**src/rtl/muldiv_pkg.sv**
```systemverilog
// Shared types and decode helpers for the iterative RV32M multiply/divide unit.
package muldiv_pkg;

  typedef enum logic [2:0] {
    MD_MUL    = 3'b000,
    MD_MULH   = 3'b001,
    MD_MULHSU = 3'b010,
    MD_MULHU  = 3'b011,
    MD_DIV    = 3'b100,
    MD_DIVU   = 3'b101,
    MD_REM    = 3'b110,
    MD_REMU   = 3'b111
  } mdfunc_t;

  typedef enum logic [1:0] {
    IDLE = 2'd0,
    CALC = 2'd1,
    FIX  = 2'd2
  } md_state_t;

  function automatic logic MDFUNC_IS_DIV(input mdfunc_t f);
    return f inside {MD_DIV, MD_DIVU, MD_REM, MD_REMU};
  endfunction

  function automatic logic MDFUNC_IS_REM(input mdfunc_t f);
    return f inside {MD_REM, MD_REMU};
  endfunction

  function automatic logic MDFUNC_IS_SIGNED_A(input mdfunc_t f);
    return f inside {MD_MULH, MD_MULHSU, MD_DIV, MD_REM};
  endfunction

  function automatic logic MDFUNC_IS_SIGNED_B(input mdfunc_t f);
    return f inside {MD_MULH, MD_DIV, MD_REM};
  endfunction

endpackage

```
**src/rtl/muldiv_divstep.sv**
```systemverilog
// One radix-2 restoring division step: shift in the next dividend bit, subtract if it fits.
module muldiv_divstep
  import muldiv_pkg::*;
#(
  parameter int unsigned DWIDTH = 32
) (
  input  logic [DWIDTH-1:0] rem_i,
  input  logic              bit_i,
  input  logic [DWIDTH-1:0] divisor_i,
  output logic [DWIDTH-1:0] rem_c,
  output logic              q_c
);

  logic [DWIDTH:0] shifted;
  logic [DWIDTH:0] diff;

  always_comb begin
    shifted = {rem_i, bit_i};
    diff    = shifted - {1'b0, divisor_i};
    q_c     = (shifted >= {1'b0, divisor_i});
    rem_c   = q_c ? diff[DWIDTH-1:0] : shifted[DWIDTH-1:0];
  end

endmodule

```
**src/rtl/muldiv_iter.sv**
```systemverilog
// Multi-cycle RV32M multiply/divide: IDLE -> CALC -> FIX -> IDLE, with single-edge special cases.
module muldiv_iter
  import muldiv_pkg::*;
#(
  parameter int unsigned DWIDTH   = 32,
  parameter bit          FAST_MUL = 1'b1
) (
  input  logic              clock,
  input  logic              nReset,
  input  logic              start,
  input  logic              kill,
  input  logic [2:0]        MDFunc,
  input  logic [DWIDTH-1:0] A,
  input  logic [DWIDTH-1:0] B,
  output logic              ready,
  output logic              done,
  output logic [DWIDTH-1:0] MDOut
);

  localparam int unsigned CNT_W = $clog2(DWIDTH) + 1;
  localparam int unsigned PW    = 2 * DWIDTH;
  localparam logic [DWIDTH-1:0] MIN_NEG = {1'b1, {(DWIDTH-1){1'b0}}};

  md_state_t         state_q, state_d;
  mdfunc_t           fn_q, fn_d;
  logic              sign_a_q, sign_a_d, sign_b_q, sign_b_d;
  logic [CNT_W-1:0]  cnt_q, cnt_d;
  logic [DWIDTH-1:0] hi_q, hi_d, lo_q, lo_d, opb_q, opb_d;
  logic [DWIDTH-1:0] mdout_q, mdout_d;
  logic              ready_q, ready_d, done_q, done_d;

  mdfunc_t           fn_in;
  logic              sa_in, sb_in, div_in, b_zero, ovf;
  logic [DWIDTH-1:0] abs_a, abs_b, special_res;
  logic [PW-1:0]     prod_fast, prod, prod_fix;
  logic [DWIDTH:0]   mul_sum;
  logic [DWIDTH-1:0] step_rem;
  logic              step_q, neg_q;

  muldiv_divstep #(.DWIDTH(DWIDTH)) u_divstep (
    .rem_i     (hi_q),
    .bit_i     (lo_q[DWIDTH-1]),
    .divisor_i (opb_q),
    .rem_c     (step_rem),
    .q_c       (step_q)
  );

  // Operand decode and special-case detection for the accept edge.
  always_comb begin
    fn_in       = mdfunc_t'(MDFunc);
    sa_in       = MDFUNC_IS_SIGNED_A(fn_in) & A[DWIDTH-1];
    sb_in       = MDFUNC_IS_SIGNED_B(fn_in) & B[DWIDTH-1];
    abs_a       = sa_in ? -A : A;
    abs_b       = sb_in ? -B : B;
    div_in      = MDFUNC_IS_DIV(fn_in);
    b_zero      = (B == '0);
    ovf         = MDFUNC_IS_SIGNED_A(fn_in) && (A == MIN_NEG) && (B == '1);
    special_res = b_zero ? (MDFUNC_IS_REM(fn_in) ? A : '1)
                         : (MDFUNC_IS_REM(fn_in) ? '0 : A);
    prod_fast   = {{DWIDTH{1'b0}}, abs_a} * {{DWIDTH{1'b0}}, abs_b};
    mul_sum     = {1'b0, hi_q} + {1'b0, (lo_q[0] ? opb_q : '0)};
    neg_q       = sign_a_q ^ sign_b_q;
    prod        = {hi_q, lo_q};
    prod_fix    = neg_q ? -prod : prod;
  end

  always_comb begin
    state_d  = state_q;
    fn_d     = fn_q;
    sign_a_d = sign_a_q;
    sign_b_d = sign_b_q;
    cnt_d    = cnt_q;
    hi_d     = hi_q;
    lo_d     = lo_q;
    opb_d    = opb_q;
    mdout_d  = mdout_q;
    done_d   = 1'b0;
    case (state_q)
      IDLE: begin
        if (start && !kill) begin
          fn_d     = fn_in;
          sign_a_d = sa_in;
          sign_b_d = sb_in;
          if (div_in && (b_zero || ovf)) begin
            mdout_d = special_res;
            done_d  = 1'b1;
          end else if (div_in) begin
            hi_d    = '0;
            lo_d    = abs_a;
            opb_d   = abs_b;
            cnt_d   = CNT_W'(DWIDTH);
            state_d = CALC;
          end else if (FAST_MUL) begin
            hi_d    = prod_fast[PW-1:DWIDTH];
            lo_d    = prod_fast[DWIDTH-1:0];
            state_d = FIX;
          end else begin
            hi_d    = '0;
            lo_d    = abs_b;
            opb_d   = abs_a;
            cnt_d   = CNT_W'(DWIDTH);
            state_d = CALC;
          end
        end
      end
      CALC: begin
        if (kill) begin
          state_d = IDLE;
        end else begin
          // Divide shifts quotient bits into lo; multiply shifts the multiplier out of lo.
          if (MDFUNC_IS_DIV(fn_q)) begin
            hi_d = step_rem;
            lo_d = {lo_q[DWIDTH-2:0], step_q};
          end else begin
            {hi_d, lo_d} = {mul_sum, lo_q[DWIDTH-1:1]};
          end
          cnt_d = cnt_q - CNT_W'(1);
          if (cnt_q == CNT_W'(1)) state_d = FIX;
        end
      end
      FIX: begin
        state_d = IDLE;
        if (!kill) begin
          done_d = 1'b1;
          if (MDFUNC_IS_REM(fn_q))      mdout_d = sign_a_q ? -hi_q : hi_q;
          else if (MDFUNC_IS_DIV(fn_q)) mdout_d = neg_q ? -lo_q : lo_q;
          else if (fn_q == MD_MUL)      mdout_d = prod_fix[DWIDTH-1:0];
          else                          mdout_d = prod_fix[PW-1:DWIDTH];
        end
      end
      default: state_d = IDLE;
    endcase
    ready_d = (state_d == IDLE);
  end

  always_ff @(posedge clock or negedge nReset) begin
    if (!nReset) begin
      state_q  <= IDLE;
      fn_q     <= MD_MUL;
      sign_a_q <= 1'b0;
      sign_b_q <= 1'b0;
      cnt_q    <= '0;
      hi_q     <= '0;
      lo_q     <= '0;
      opb_q    <= '0;
      mdout_q  <= '0;
      ready_q  <= 1'b1;
      done_q   <= 1'b0;
    end else begin
      state_q  <= state_d;
      fn_q     <= fn_d;
      sign_a_q <= sign_a_d;
      sign_b_q <= sign_b_d;
      cnt_q    <= cnt_d;
      hi_q     <= hi_d;
      lo_q     <= lo_d;
      opb_q    <= opb_d;
      mdout_q  <= mdout_d;
      ready_q  <= ready_d;
      done_q   <= done_d;
    end
  end

  assign ready = ready_q;
  assign done  = done_q;
  assign MDOut = mdout_q;

endmodule

```
**config.mk**
```make
export PLATFORM = sky130hd
export DESIGN_NAME = muldiv_iter
export DESIGN_NICKNAME = d
export VERILOG_FILES = /design/src/rtl/muldiv_pkg.sv /design/src/rtl/muldiv_divstep.sv /design/src/rtl/muldiv_iter.sv
export SDC_FILE = /design/constraint.sdc
export NUM_CORES = 2
export LEC_CHECK = 0
export CELL_PAD_IN_SITES_DETAIL_PLACEMENT = 1
export CELL_PAD_IN_SITES_GLOBAL_PLACEMENT = 2
export CORE_MARGIN = 3
export CORE_UTILIZATION = 40
export DETAILED_ROUTE_END_ITERATION = 10
export GPL_TIMING_DRIVEN = 0
export PLACE_DENSITY = 0.94
export SLEW_MARGIN = 5
export SYNTH_ARGS = -nofsm -noshare
export SYNTH_HDL_FRONTEND = slang
export SYNTH_HIERARCHICAL = 1
export SYNTH_SLANG_ARGS = --single-unit
```
**constraint.sdc**
```tcl
create_clock -name clock -period 4.5 [get_ports clock]
set_clock_uncertainty 0.15 [all_clocks]
set_input_delay 0.675 -clock clock [delete_from_list [all_inputs] [get_ports clock]]
set_output_delay 0.675 -clock clock [all_outputs]
set_load 0.05 [all_outputs]
```
==> results of run 1 <==
==> cells in the mapped netlist, drive strengths merged, types with 42 or more instances <==
master  instances  share of area (%)
clkbuf        283                2.2
a21oi         265                2.8
ha            334                8.8
xnor2         172                3.2
fa            898                 38
nor3           42               0.49
inv           959                7.6
nor2          790                6.2
xor2          126                2.3
dfrtp         142                7.5
and2           54               0.71
a21o           88                1.4
o21ai         251                2.7
nand2         734                5.8
==> routing by layer <==
| layer | GRT overflow | track usage [%] |
|---|---|---|
| met1 | 2 | 61.4 |
| met2 | 6 | 74.7 |
| met3 | 0 | 50.5 |
| met4 | 0 | 53.4 |
| met5 | 0 | 37.7 |
==> stage by stage <==
stage | instance area, µm² | setup WS (ns)
after CTS | 58100 | -4.91
after detailed placement | 51700 | -7.97
after global placement | 51500 | -7.85
after floorplan | 48600 | -4.38
==> what timing repair did <==
item | 4_1_cts
pin swaps | 183
hold endpoints to repair | 1
gates cloned | 0
setup buffers | 244
hold buffers | 1
setup endpoints to repair | 64
gates resized for setup | 872
==> cell families after synthesis <==
family	after synthesis	synth area share [%]
multiplexers	76	1.77
XOR/XNOR	298	5.49
AND/OR/NAND/NOR	1863	16.6
adder cells (fa/ha/maj)	1232	46.6
flip-flops	143	7.53
AO/OA/AOI/OAI	887	11.6
buffers and inverters	1278	10.3
==> results.sh, run 1 <==
export IMPL_status="stopped before the end"
export IMPL_lastStage="5_1_grt"
export IMPL_error_line="[ERROR GRT-0232] Routing congestion too high. Check the congestion heatmap in the GUI."
export IMPL_place_congestion=1.03
export IMPL_hpwl_um=186000
export IMPL_ys_seq_elements=143
export IMPL_netlist_instances=5777
export IMPL_die_w_um=351
export IMPL_clockBufferDepth=2
export IMPL_synth_edf_count=0
export IMPL_rows=125
export IMPL_port_buffers=95
export IMPL_ctsRootBufferMaster="clkbuf_16"
export IMPL_die_h_um=351
export IMPL_yosysSeqAreaShare_pct=7.53
export IMPL_h_tree_depth=4
export IMPL_endpoint_type="register input"
export IMPL_grtUsageTotal_pct=61.1
export IMPL_synth_cell_type_count=101
export IMPL_initial_core_util_pct=40.6
export IMPL_ys_warn_count=6
export IMPL_ys_async_sr_fraction_pct=100
export IMPL_dp_cells=7406
export IMPL_grt_overflow=8
export IMPL_grt_max_degree=87
export IMPL_postGrtWorstEndpoint="hi_q[28]$_DFFE_PN0P_/D"
export IMPL_grt_antenna_before_repair=62
export IMPL_numCtsBuffers=17
export IMPL_netlist_area_um2=47500
export IMPL_ys_flop_type="dfrtp_1"
export IMPL_cts_sinks=143
export IMPL_pin_count=105
export IMPL_synth_area_per_cell_um2=8.22
export IMPL_syn_nets=7080
==> inputs of run 2 (changes only) <==
--- a/config.mk
+++ b/config.mk
@@ -5,13 +5,11 @@
 export SDC_FILE = /design/constraint.sdc
 export NUM_CORES = 2
 export LEC_CHECK = 0
-export CELL_PAD_IN_SITES_DETAIL_PLACEMENT = 1
-export CELL_PAD_IN_SITES_GLOBAL_PLACEMENT = 2
 export CORE_MARGIN = 3
-export CORE_UTILIZATION = 40
+export CORE_UTILIZATION = 25
 export DETAILED_ROUTE_END_ITERATION = 10
 export GPL_TIMING_DRIVEN = 0
-export PLACE_DENSITY = 0.94
+export PLACE_DENSITY_LB_ADDON = 0.15
 export SLEW_MARGIN = 5
 export SYNTH_ARGS = -nofsm -noshare
 export SYNTH_HDL_FRONTEND = slang
==> run 2 against run 1 <==
Effect of this change:
- the flow now finishes, with violations (setup timing)
- synthesized area stayed put
- synthesized cell count did not move
==> results.sh, run 2 <==
export IMPL_cap_violations=0
export IMPL_post_place_ws_ns=-8.25
export IMPL_nets=7675
export IMPL_layout_commonest_cell="inv_1"
export IMPL_place_congestion=0.972
export IMPL_port_buffers=95
export IMPL_critPathCaptureType="register"
export IMPL_synth_most_common_cell="inv_1"
export IMPL_drive_gt1_share_pct=24.2
export IMPL_die_w_um=442
export IMPL_firstDrtPassIters=6
export IMPL_slew_viol_final=0
export IMPL_crit_arrival_ns=9.58
export IMPL_synth_edf_count=0
export IMPL_fin_ws_ns=-4.88
export IMPL_drt_vias_per_instance=5.09
export IMPL_violations="setup timing"
export IMPL_drtAntennaViolNets=0
export IMPL_clock_latency_ns=0.48
export IMPL_ys_flop_type="dfrtp_1"
export IMPL_rsz0062_at_grt="yes"
export IMPL_rows=159
export IMPL_h_tree_depth=4
export IMPL_ys_async_sr_fraction_pct=100
export IMPL_grtUsageTotal_pct=26.4
export IMPL_numCtsBuffers=17
export IMPL_path_class="input pin to register"
export IMPL_worst_path_max_delay_cell="fa_2"
export IMPL_synth_area_per_cell_um2=8.22
export IMPL_core_region_area_um2=188000
export IMPL_die_h_um=442
export IMPL_hpwl_um=208000
export IMPL_status="finished, violations left"
export IMPL_grt_overflow=0
export IMPL_netlist_area_um2=47500
export IMPL_pin_count=105
export IMPL_ys_seq_elements=143
export IMPL_grt_max_degree=99
export IMPL_relSlewSlack_pct=18.1
export IMPL_yosys_area_top_type_share_pct=37.8
export IMPL_dieArea_um2=195000
export IMPL_clockBufferDepth=2
export IMPL_first_global_vias=47400
export IMPL_area_delta_synth_final_pct=36.6
export IMPL_cp_required_ns=4.70
export IMPL_reg2reg_slack_ns=-0.21
export IMPL_startpoint_type="input pin"
export IMPL_cts_tree="yes"
export IMPL_netlist_instances=5777
export IMPL_hold_path_class="register to register"
export IMPL_ys_warn_count=6
export IMPL_fmax_ghz=0.107
export IMPL_drc=0
export IMPL_fin_crit_sh_pct=209
export IMPL_slowest_delay_ns=0.61
export IMPL_avgRoutedWirePerCell_um=29.4
export IMPL_fin_util_pct=34.5
export IMPL_via_count=45200
export IMPL_grt_antenna_before_repair=19
export IMPL_most_common_layout_cells="inv_1 (924), fa_1 (793), nor2_1 (722)"
export IMPL_cts_sinks=143
export IMPL_ys_top_cells_by_count="inv_1 (958), fa_1 (898), nor2_1 (790), nand2_1 (733), ha_1 (334)"
export IMPL_dr_first_iter_drc_count=4130
export IMPL_setup_viol=60
export IMPL_clkTransAtPathRegs_ns=0.07
export IMPL_synth_cell_type_count=101
export IMPL_routed_wl_um=262000
export IMPL_worst_pin_slew_ns=1.22
export IMPL_yosysSeqAreaShare_pct=7.53
export IMPL_grt_pass1_wl_um=368000
export IMPL_syn_nets=7080
export IMPL_synth_top_cell_by_area="fa_1"
export IMPL_ctsRootBufferMaster="clkbuf_16"
export IMPL_final_hold_viol_count=0
export IMPL_initial_core_util_pct=25.2
export IMPL_synth_area_leaders="fa_1 (38%), ha_1 (8.8%), inv_1 (7.6%)"
export IMPL_min_period_ns=9.38
export IMPL_cp_max_fo=9
## run 2: cell counts after synthesis
Identical to the previous run, type by type.
## run 2: area by class of cell
type / count / area, µm²
fill: 19500 / 123000
tap: 2495 / 3120
sequential: 143 / 3580
timing repair buffer: 595 / 6160
inverter: 962 / 3640
clock buffer: 17 / 425
antenna: 13 / 32.5
multi-input combinational: 4356 / 44500
buffer: 297 / 3330
clock inverter: 15 / 169
## run 2: per-stage QoR
step | setup TNS [ns] | std cells | hold slack, ns | area (µm²)
2_1_floorplan | -211.41 | 5777 | 0.229 | 48600
3_3_place_gp | -1082.04 | 8367 | 0.311 | 52700
3_5_place_dp | -464.39 | 8398 | 0.315 | 53400
4_1_cts | -231.21 | 8813 | 0.333 | 63500
5_1_grt | -247.84 | 8884 | 0.341 | 64900
6_report | -237.34 | 8893 | 0.331 | 64900
## run 2: final timing paths
| path | startpoint | to | cells past startpoint |
|---|---|---|---|
| max in group asynchronous | nReset | opb_q[30]$_DFFE_PN0P_ | 3 |
| hold reg to reg | MDOut[17]$_DFFE_PN0P_ | MDOut[17]$_DFFE_PN0P_ | 1 |
| min in group asynchronous | nReset | cnt_q[1]$_DFFE_PN0P_ | 2 |
| hold / removal | MDOut[17]$_DFFE_PN0P_ | MDOut[17]$_DFFE_PN0P_ | 1 |
| setup reg to reg | lo_q[0]$_DFFE_PN0P_ | hi_q[30]$_DFFE_PN0P_ | 15 |
| setup / recovery | A[12] | hi_q[20]$_DFFE_PN0P_ | 36 |
## run 2: timing repair
item / 4_1_cts / 5_1_grt
hold buffers: 1 / 0
pin swaps: 405 / 220
setup endpoints to repair: 120 / 66
gates resized for setup: 1436 / 227
hold endpoints to repair: 45 / 0
setup buffers: 400 / 75
gates cloned: 3 / 0
## run 2: kinds of logic after synthesis
group	synth area share, %
XOR/XNOR	5.49
adder cells (fa/ha/maj)	46.6
multiplexers	1.77
buffers and inverters	10.3
flip-flops	7.53
AND/OR/NAND/NOR	16.6
AO/OA/AOI/OAI	11.6
## run 2: worst max-delay path: cells and delay by family
family | cells | cell delay, ns
fa+ha+maj | 9 | 4.54
simple gates | 9 | 1.99
buf+inv | 11 | 1.35
compound gates | 5 | 0.73
xor+xnor | 2 | 0.27
## run 2: routing by layer
layer / GRT usage (%) / routed length, µm
met4: 13.8 / 16700
met3: 4.26 / 18300
met5: 0 / 40
met2: 41.8 / 117000
met1: 34.8 / 110000
Power of run 2 is left out: the tool's default activity adds up to more than one toggle a clock period on the data nets, which glitch-free logic cannot reach.
